File: src/rtl/axil_rd_mux.sv
// axil_rd_mux: four-master to one-slave AXI-Lite read multiplexer.
// An external round-robin arbiter picks the master; this block routes one
// AR/R transaction at a time to the shared slave and counts completions.
module axil_rd_mux #(
    parameter int ADDR_W = 32,
    parameter int DATA_W = 32
) (
    input  logic                  clk,
    input  logic                  rst,

    output logic [3:0]            arb_req,
    input  logic [3:0]            arb_grant,

    input  logic [3:0]            m_arvalid,
    output logic [3:0]            m_arready,
    input  logic [4*ADDR_W-1:0]   m_araddr,

    output logic [3:0]            m_rvalid,
    input  logic [3:0]            m_rready,
    output logic [4*DATA_W-1:0]   m_rdata,
    output logic [7:0]            m_rresp,

    output logic                  s_arvalid,
    input  logic                  s_arready,
    output logic [ADDR_W-1:0]     s_araddr,

    input  logic                  s_rvalid,
    output logic                  s_rready,
    input  logic [DATA_W-1:0]     s_rdata,
    input  logic [1:0]            s_rresp,

    output logic                  busy,
    output logic [15:0]           txn_cnt
);

    typedef enum logic [1:0] {
        IDLE = 2'd0,
        ADDR = 2'd1,
        DATA = 2'd2
    } state_t;

    state_t      state_q, state_d;
    logic [1:0]  sel_q, sel_d;
    logic [15:0] cnt_q, cnt_d;
    logic [1:0]  grant_idx;
    logic        ar_hs;
    logic        r_hs;

    // Lowest set bit of the grant wins when the arbiter is not one-hot.
    always_comb begin
        grant_idx = 2'd0;
        if (arb_grant[0])      grant_idx = 2'd0;
        else if (arb_grant[1]) grant_idx = 2'd1;
        else if (arb_grant[2]) grant_idx = 2'd2;
        else if (arb_grant[3]) grant_idx = 2'd3;
    end

    // Pure combinational routing of the selected master; everything is forced low during reset.
    always_comb begin
        arb_req   = '0;
        m_arready = '0;
        m_rvalid  = '0;
        m_rdata   = '0;
        m_rresp   = '0;
        s_arvalid = 1'b0;
        s_araddr  = '0;
        s_rready  = 1'b0;
        if (!rst) begin
            m_rdata = {4{s_rdata}};
            m_rresp = {4{s_rresp}};
            case (state_q)
                // Request is masked in the grant cycle so the arbiter cannot grant twice.
                IDLE: if (arb_grant == '0) arb_req = m_arvalid;
                ADDR: begin
                    s_arvalid        = m_arvalid[sel_q];
                    s_araddr         = m_araddr[int'(sel_q)*ADDR_W +: ADDR_W];
                    m_arready[sel_q] = s_arready;
                end
                DATA: begin
                    m_rvalid[sel_q] = s_rvalid;
                    s_rready        = m_rready[sel_q];
                end
                default: ;
            endcase
        end
    end

    assign ar_hs   = s_arvalid && s_arready;
    assign r_hs    = s_rvalid && s_rready;
    assign busy    = !rst && (state_q != IDLE);
    assign txn_cnt = rst ? '0 : cnt_q;

    // Next-state, selected master and saturating completion count.
    always_comb begin
        state_d = state_q;
        sel_d   = sel_q;
        cnt_d   = cnt_q;
        case (state_q)
            IDLE: begin
                if (arb_grant != '0) begin
                    sel_d   = grant_idx;
                    state_d = ADDR;
                end
            end
            ADDR: if (ar_hs) state_d = DATA;
            DATA: begin
                if (r_hs) begin
                    state_d = IDLE;
                    if (cnt_q != '1) cnt_d = cnt_q + 16'd1;
                end
            end
            default: state_d = IDLE;
        endcase
    end

    // State registers with synchronous reset; a grant seen during reset is dropped.
    always_ff @(posedge clk) begin
        if (rst) begin
            state_q <= IDLE;
            sel_q   <= '0;
            cnt_q   <= '0;
        end else begin
            state_q <= state_d;
            sel_q   <= sel_d;
            cnt_q   <= cnt_d;
        end
    end

endmodule

File: config.mk
export PLATFORM = sky130hd
export DESIGN_NAME = axil_rd_mux
export DESIGN_NICKNAME = d
export VERILOG_FILES = /design/src/rtl/axil_rd_mux.sv
export SDC_FILE = /design/constraint.sdc
export NUM_CORES = 1
export LEC_CHECK = 0
export ABC_AREA = 1
export CAP_MARGIN = 25
export CORE_AREA = 2 2 146 148
export CTS_CLUSTER_SIZE = 20
export DETAILED_ROUTE_END_ITERATION = 6
export DIE_AREA = 0 0 148 150
export GPL_ROUTABILITY_DRIVEN = 0
export PLACE_DENSITY = 0.5
export SETUP_SLACK_MARGIN = 0.1
export SLEW_MARGIN = 25
export SYNTH_ARGS = -nofsm -noshare
export SYNTH_HDL_FRONTEND = slang
export SYNTH_SLANG_ARGS = --single-unit
File: constraint.sdc
create_clock -name clk -period 1.8 [get_ports clk]
set_input_delay 0.18 -clock clk [delete_from_list [all_inputs] [get_ports clk]]
set_output_delay 0.18 -clock clk [all_outputs]
set_load 0.01 [all_outputs]
======== Word level (Yosys, flattened, before mapping) ========
Cells that the tools add are included.
storage, ports and cells
  register bits ........................... 20
  bits in latches ......................... 0
  memory bits (writable) .................. 0
  memory bits (read-only) ................. 0
  output and inout port bits .............. 199
  word-level logic and storage cells ...... 57
  memories ................................ 0
cells by class
  $add $sub $neg .......................... 1
  $mul .................................... 0
  div/mod/pow operators ................... 0
  order comparisons ....................... 2
  eq/ne operators ......................... 6
  shifts and indexed selects .............. 1
  muxes and demuxes ....................... 30
  bitwise operators ....................... 2
  reductions and logical operators ........ 12
operators by type and width
  cell                                                  number
  two-way mux 128 bit                                   1
  indexed part select 128 x 8 -> 32 bit                 1
  two-way mux 32 bit                                    2
  two-way mux 4 bit                                     7
  adder 16 x 1 -> 16 bit (second input constant)        1
  two-way mux 16 bit                                    1
  != test 16 bit (second input constant)                1
  two-way mux 2 bit                                     7
  bitwise AND 4 bit                                     2
  two-way mux 8 bit                                     1
  two-way mux 1 bit                                     7
  != test 2 bit (second input constant)                 3
  case mux 2 bit (3 select lines)                       1
  AND reduction 3 bit                                   2
  binary-select mux 1 bit (select 2 bit)                2
  logical AND 1 bit                                     4
  logical NOT 4 bit                                     1
  nonzero test 4 bit                                    1
  < comparator 2 x 3 -> 1 bit (second input constant)   1
  demux 1 bit (select 2 bit)                            1
  == test 2 x 1 -> 1 bit (second input constant)        1
  == test 2 bit (second input constant)                 1
  >= comparator 2 x 1 -> 1 bit (second input constant)  1
  logical NOT 2 bit                                     1
  3 further kinds                                       3

======== Depth between registers and ports, before layout ========
  depth in word-level cells ............... 7
  depth in mapped cells ................... 11
  gate-level depth less buffers ........... 9

======== Least setup slack after synthesis ========
Ideal clock, no wire load.
  path kind ............................... register to register
  start point ............................. register cnt_q[0]
  end point ............................... register cnt_q[0]
  library setup time ...................... 116 ps
  arrival ................................. 1361 ps
  required time ........................... 1684 ps
  path slack .............................. 323 ps
  stages on the path, launching flop included .. 10
  period minus slack after synthesis ...... 1477 ps
  cell sequence ........................... dfxtp_1 > ha_1 > nand3_2 > inv_1 > nand2_2 > nor2_4 > nor2_4 > buf_6 > nor2_1 > nor2_1
on the way
  cells in the longest elaborated chain, start to end .. 2
ends and longest elaborated chain
  element                                                         line  source
  start, declared                                                 44    logic [15:0] cnt_q, cnt_d;
  start signal, assigned                                          125   cnt_q <= cnt_d;
  branches (longest 2 deep; another with adder 16 x 1 -> 16 bit)  -
Several ways; the timed one is not identified.
A chain may end at the register's enable or synchronous reset.

======== Worst setup path after layout ========
  start point ............................. register sel_q[1]
  end point ............................... output port s_araddr[30]
on the way
  cells in the longest elaborated chain, start to end .. 3
ends and longest elaborated chain
  element                                line  source
  start, declared                        43    logic [1:0] sel_q, sel_d;
  start signal, assigned                 124   sel_q <= sel_d;
  indexed part select 128 x 8 -> 32 bit  76    s_araddr = m_araddr[int'(sel_q)*ADDR_W +: ADDR_W];
  two-way mux 32 bit                     71    case (state_q)
  two-way mux 32 bit                     68    if (!rst) begin
  end, declared                          25    output logic [ADDR_W-1:0] s_araddr,
No other way between the ends.

==> impl_metrics.ini <==
[worst_setup_path]
slowest_stage = dfxtp_4
worst-setup-path-type = reg -> out
cp.required_ns = 1.62
crit_path_max_incr_delay_ns = 0.36
cp_max_fo = 7
reg2reg_to = state_q[0]
cp_num_buf_inv = 4
crit_start = sel_q[1]
r2r-start = sel_q[1]
worstPathCellList = buf_6 -> nor2_4 -> buf_12 -> clkbuf_16 -> a22oi_2 -> a21oi_1 -> buf_2
r2r_cells = 10
end_kind = primary output
rrSetupSlack_ns = 0.25
start_kind = register
critPathTopFamily = buffers and inverters
worstPathArrival_ns = 1.62

[grt]
grt_pass1_wl_um = 25200
first_global_vias = 4578
grt_usage = 0.143
overflow = 0
antenna_found_initial = 0
grt_max_degree = 45

[yosys]
synth_seq_area_share = 0.120
syn_inst = 554
yosysWarnings = 0
async_flop_share = 0
synth_top_cell_area_share = 0.229
ys_ff_latch = 20
ys_types = 27
syn_area_per_cell_sq_um = 6.04
synth_edf_count = 0
synthTopCellsByArea = buf_4 23%, a22oi_1 14%, dfxtp_1 12%
yosysTopAreaCell = buf_4
netlist_area_sq_um = 3350
syn_nets = 733
synthFlopType = dfxtp_1

[final_layout]
fin_nets = 1051
drive_gt1_frac = 0.277
area_growth_pct = 130
final_common_cell = clkdlybuf4s50_1
layout_common_cells = 318 x clkdlybuf4s50_1, 68 x nand2_1, 67 x inv_1
num-fill-cells = 2197
antenna_cells = 0
design_area_sq_um = 7690

[floorplan]
die_area_sq_um = 22200
initial_core_util = 0.162
num_rows = 53
pin_count = 377
die_w_um = 148
die_h_um = 150
core_region_area_sq_um = 20700

[clock_tree]
clock_sinks = 20
cts-buffers-inserted = 3
cts_tree = done
clk_pin_slew_worst_paths_ns = 0.06
ctsHtreeMaxLevel = 1
clock_latency_ns = 0.25
root_buffer = clkbuf_16
clk_path_buf_depth = 2

[sta]
rsz0062_at_grt = true
final-hold-violation-count = 0
drv_slew = 0
tns_ns = -0.00138
max_slew_margin = 0.807
timing.final.ws_setup_ns = -0.00138
skew_ns = 0.00429
fmax_mhz = 555
finalCriticalPeriod_ns = 1.80
worst_pin_slew_ns = 0.288
setup_viol = 1
period_share = 1.00

[power_and_ir_drop]
p_total_mw = 3.87
intPower_mw = 2.41
powerDensity_nw_per_um2 = 503
ir_drop_mv = 0.381
switching_share = 0.376
clockPowerShare = 0.133
p_leak_nw = 3.11
power.switching_mw = 1.45
p_comb_frac = 0.739
seqPwrFrac = 0.128

[routing]
ant_nets = 0
drt-vias-per-instance = 4.09
vias = 4683
wl_per_cell_um = 15.8
drc = 0
totalWireLength_um = 18100
drtPass1Iterations = 4
drt_iter0_drc = 139

[place]
dpl.hpwl_um = 14000
dp_slack_ns = -0.351
place.port_buffers = 376
placed_cell_area_sq_um = 6970

[outcome]
status = finished with violations
violations = setup timing

[hold_path]
min_from = rst
hold_path_class = in -> reg
worstHoldEndpoint = state_q[1]
whs_path_depth = 4

[job]
drv_cap = 0
==> per-layer routing <==
metal	wire, um	global-route usage	vias up	part of all wire
met5	0	0	-	0
met4	491	0.0333	0	0.027
met3	1670	0.0387	19	0.092
met2	9130	0.268	251	0.51
met1	6780	0.161	2097	0.38
li1	-	-	2316	-
==> power by group through the flow <==
stage / Combinational (mW) / Sequential (mW) / Clock [mW]
5_1_grt: 3.03 / 0.498 / 0.558
2_1_floorplan: 1.01 / 0.486 / 0
6_report: 2.86 / 0.495 / 0.515
3_3_place_gp: 2.28 / 0.493 / 0
3_5_place_dp: 2.27 / 0.494 / 0
4_1_cts: 2.57 / 0.493 / 0.534
==> flip-flops by register name, summed over array words and instances (netlist names) <==
signal   count
state_q      2
cnt_q       16
sel_q        2
==> how the worst max path moves through the flow <==
stage	end	cells after the start
after floorplan	cnt_q[0]	9
after global placement	arb_req[0]	6
after detailed placement	arb_req[0]	6
after CTS	s_araddr[31]	6
after global routing	s_araddr[3]	7
final	s_araddr[30]	7
==> worst min-delay path, cell delays in order <==
cell,delay (ns)
buf_2,0.13
clkinv_2,0.07
nand3_1,0.07
nand2_1,0.06
==> final cells by class <==
cell class | instances | area, sq um | share of cell area
timing repair buffer | 442 | 4430 | 0.577
inverter | 75 | 304 | 0.0396
sequential | 20 | 413 | 0.0537
multi-input combinational | 330 | 2100 | 0.273
clock buffer | 4 | 88.8 | 0.0116
tap | 275 | 344 | 0.0448
==> per-stage QoR <==
step	util	hold WS, ns	std cells
5_1_grt	0.371	0.318	1146
4_1_cts	0.352	0.297	1136
3_5_place_dp	0.337	0.511	1115
2_1_floorplan	-	0.336	554
3_3_place_gp	0.337	0.510	1115
6_report	0.371	0.290	1146
==> cells in the mapped netlist, types with 8 or more instances <==
| cell | number |
|---|---|
| buf_4 | 102 |
| nand2_2 | 15 |
| inv_1 | 72 |
| a21oi_1 | 42 |
| a21oi_2 | 8 |
| dfxtp_1 | 20 |
| nand3_1 | 9 |
| nor2_1 | 87 |
| nand2_1 | 70 |
| buf_2 | 13 |
| clkbuf_1 | 9 |
| a22oi_1 | 64 |
==> timing repair <==
| action | in CTS | in global routing |
|---|---|---|
| endpoints found under the hold margin | 0 | 0 |
| pin swaps | 19 | 45 |
| buffers inserted | 13 | 7 |
| gates cloned | 4 | 5 |
| resized for setup | 226 | 101 |
| endpoints found under the setup margin | 88 | 110 |
| hold buffers | 0 | 0 |
==> kinds of logic after synthesis <==
kind of cell | count (synthesis) | share of synthesized area
simple gates | 200 | 0.261
flops | 20 | 0.120
compound gates | 122 | 0.240
xor+xnor | 7 | 0.0183
buf+inv | 204 | 0.357
fa+ha+maj | 1 | 0.00374
Power figures use the tool's default switching activity.
==> RTL edit (same settings) <==
Reset style: asynchronous (`rst`), changed in one clocked block. Comments in the files are not updated.
--- a/src/rtl/axil_rd_mux.sv
+++ b/src/rtl/axil_rd_mux.sv
@@ -114,7 +114,7 @@
     end
 
     // State registers with synchronous reset; a grant seen during reset is dropped.
-    always_ff @(posedge clk) begin
+    always_ff @(posedge clk or posedge rst) begin
         if (rst) begin
             state_q <= IDLE;
             sel_q   <= '0;
Check against the original RTL: same outputs for any inputs over 10 cycles, from zero or initial values and one cycle with rst high; that may be too few to reach the edited logic, so the function may still have changed.
==> RTL edit against the unedited design <==
The flow still finishes with violations (negative setup slack). Hold slack got worse by 0.062 ns. Non-clock buffer count rose by 15. Design area rose by 7.3%. Sequential cell count did not move. Clock skew barely moved. Area after synthesis rose by 8.8%. Wire length rose by 19%. Setup slack got worse by 0.043 ns. Count of clock-buffer cells in the layout did not move.
Power is not compared: it rests on default switching activity, and its combinational part moved more than twofold at a synthesized area within 25%.
==> RTL edit: results (changes against the unedited design) <==
placed_design:
  hpwl_um: 16400  # +17%
  dp.cells: 1182  # +6.0%
  placed_area_sq_um: 7270  # +4.2%
setup_path:
  setup.worst_path.end: "arb_req[3]"
  reg2reg_depth: 12  # +2
  crit_path_top_delay_cell: "dfrtp_1"
  reg2reg_to: "cnt_q[10]"
  r2r_start: "sel_q[0]"
  cp_max_fo: 2  # -5
  crit_path_start: "state_q[1]"
  max_stage_delay_ns: 0.40  # +0.04 ns
  worstPathArrival_ns: 1.66  # +0.04 ns
  rrSetupSlack_ns: 0.08  # -0.17 ns
clocking:
  cts_resized: 275  # +22%
run_status:
  violations: "negative setup slack"
  status: "finished, violations left"
detailed_routing:
  met3_length_um: 1390  # -17%
  m1WireLength_um: 8720  # +29%
  wire_per_inst_um: 17.5  # +11%
  vias: 5287  # +13%
  dr_wl_met2_um: 10600  # +16%
synthesis:
  ys_async_sr_fraction: 1.00  # +1.00
  synthTopCellsByArea: "buf_4 (22%), nand3_1 (15%), nand2_1 (14%)"
  syn_area_per_cell_sq_um: 5.81  # -3.8%
  syn-num-nets: 806  # +10%
  synth_seq_area_share: 0.137  # +0.0178
final_layout:
  finalNetCount: 1129  # +7.4%
  fillers: 2183  # -0.64%
  drive_above_1_share: 0.269  # -0.00799
  fin_area_sq_um: 8250  # +7.3%
timing:
  setup_tns_ns: -0.133  # -0.132 ns
  slew_headroom: 0.807  # about the same
  setup_ws_ns: -0.0447  # -0.0434 ns
  setup_viol: 7  # +6
global_routing:
  grt_use_met2: 0.296  # +0.0287
  met3_usage: 0.0317  # -0.00701
  grt_max_degree: 34  # -24%
  antenna_found_initial: 2  # +2
  grt_pass1_wl_um: 29600  # +17%
  track_usage: 0.171  # +0.0279
worst_hold_path:
  min_path_type: "in2async"
-- RTL edit: cell count changes after synthesis, sizes merged, moves of 5 or more --
cell   before  now
nor2       96   87
buf       119  132
dfrtp       0   20
a21oi      50    2
a41oi       0   32
nor3        0    5
nand3      11  112
dfxtp      20    0
a22oi      64    0
nand2      85  138
-- RTL edit: final cells by class --
class	count	share of cell area
diodes	3	0.000910
clock buffers	4	0.0108
inverters	71	0.0335
multi-input cells	397	0.292
flip-flops and latches	20	0.0617
well taps	275	0.0417
repair buffers	457	0.560
-- RTL edit: logic make-up after synthesis --
logic type	Yosys count	share of synthesized area
xor gates and xnor gates	7	0.0168
buffers and inverters	211	0.334
AOI/OAI and AO/OA	38	0.0852
adders and majority gates	1	0.00343
DFF	20	0.137
and+or+nand+nor	350	0.423
-- RTL edit: worst max-delay path, delay by kind of cell, from the launching register on --
| family | cells | cell delay, ns |
|---|---|---|
| buffers and inverters | 6 | 0.73 |
| flip-flops | 1 | 0.40 |
| AND/OR/NAND/NOR | 3 | 0.27 |
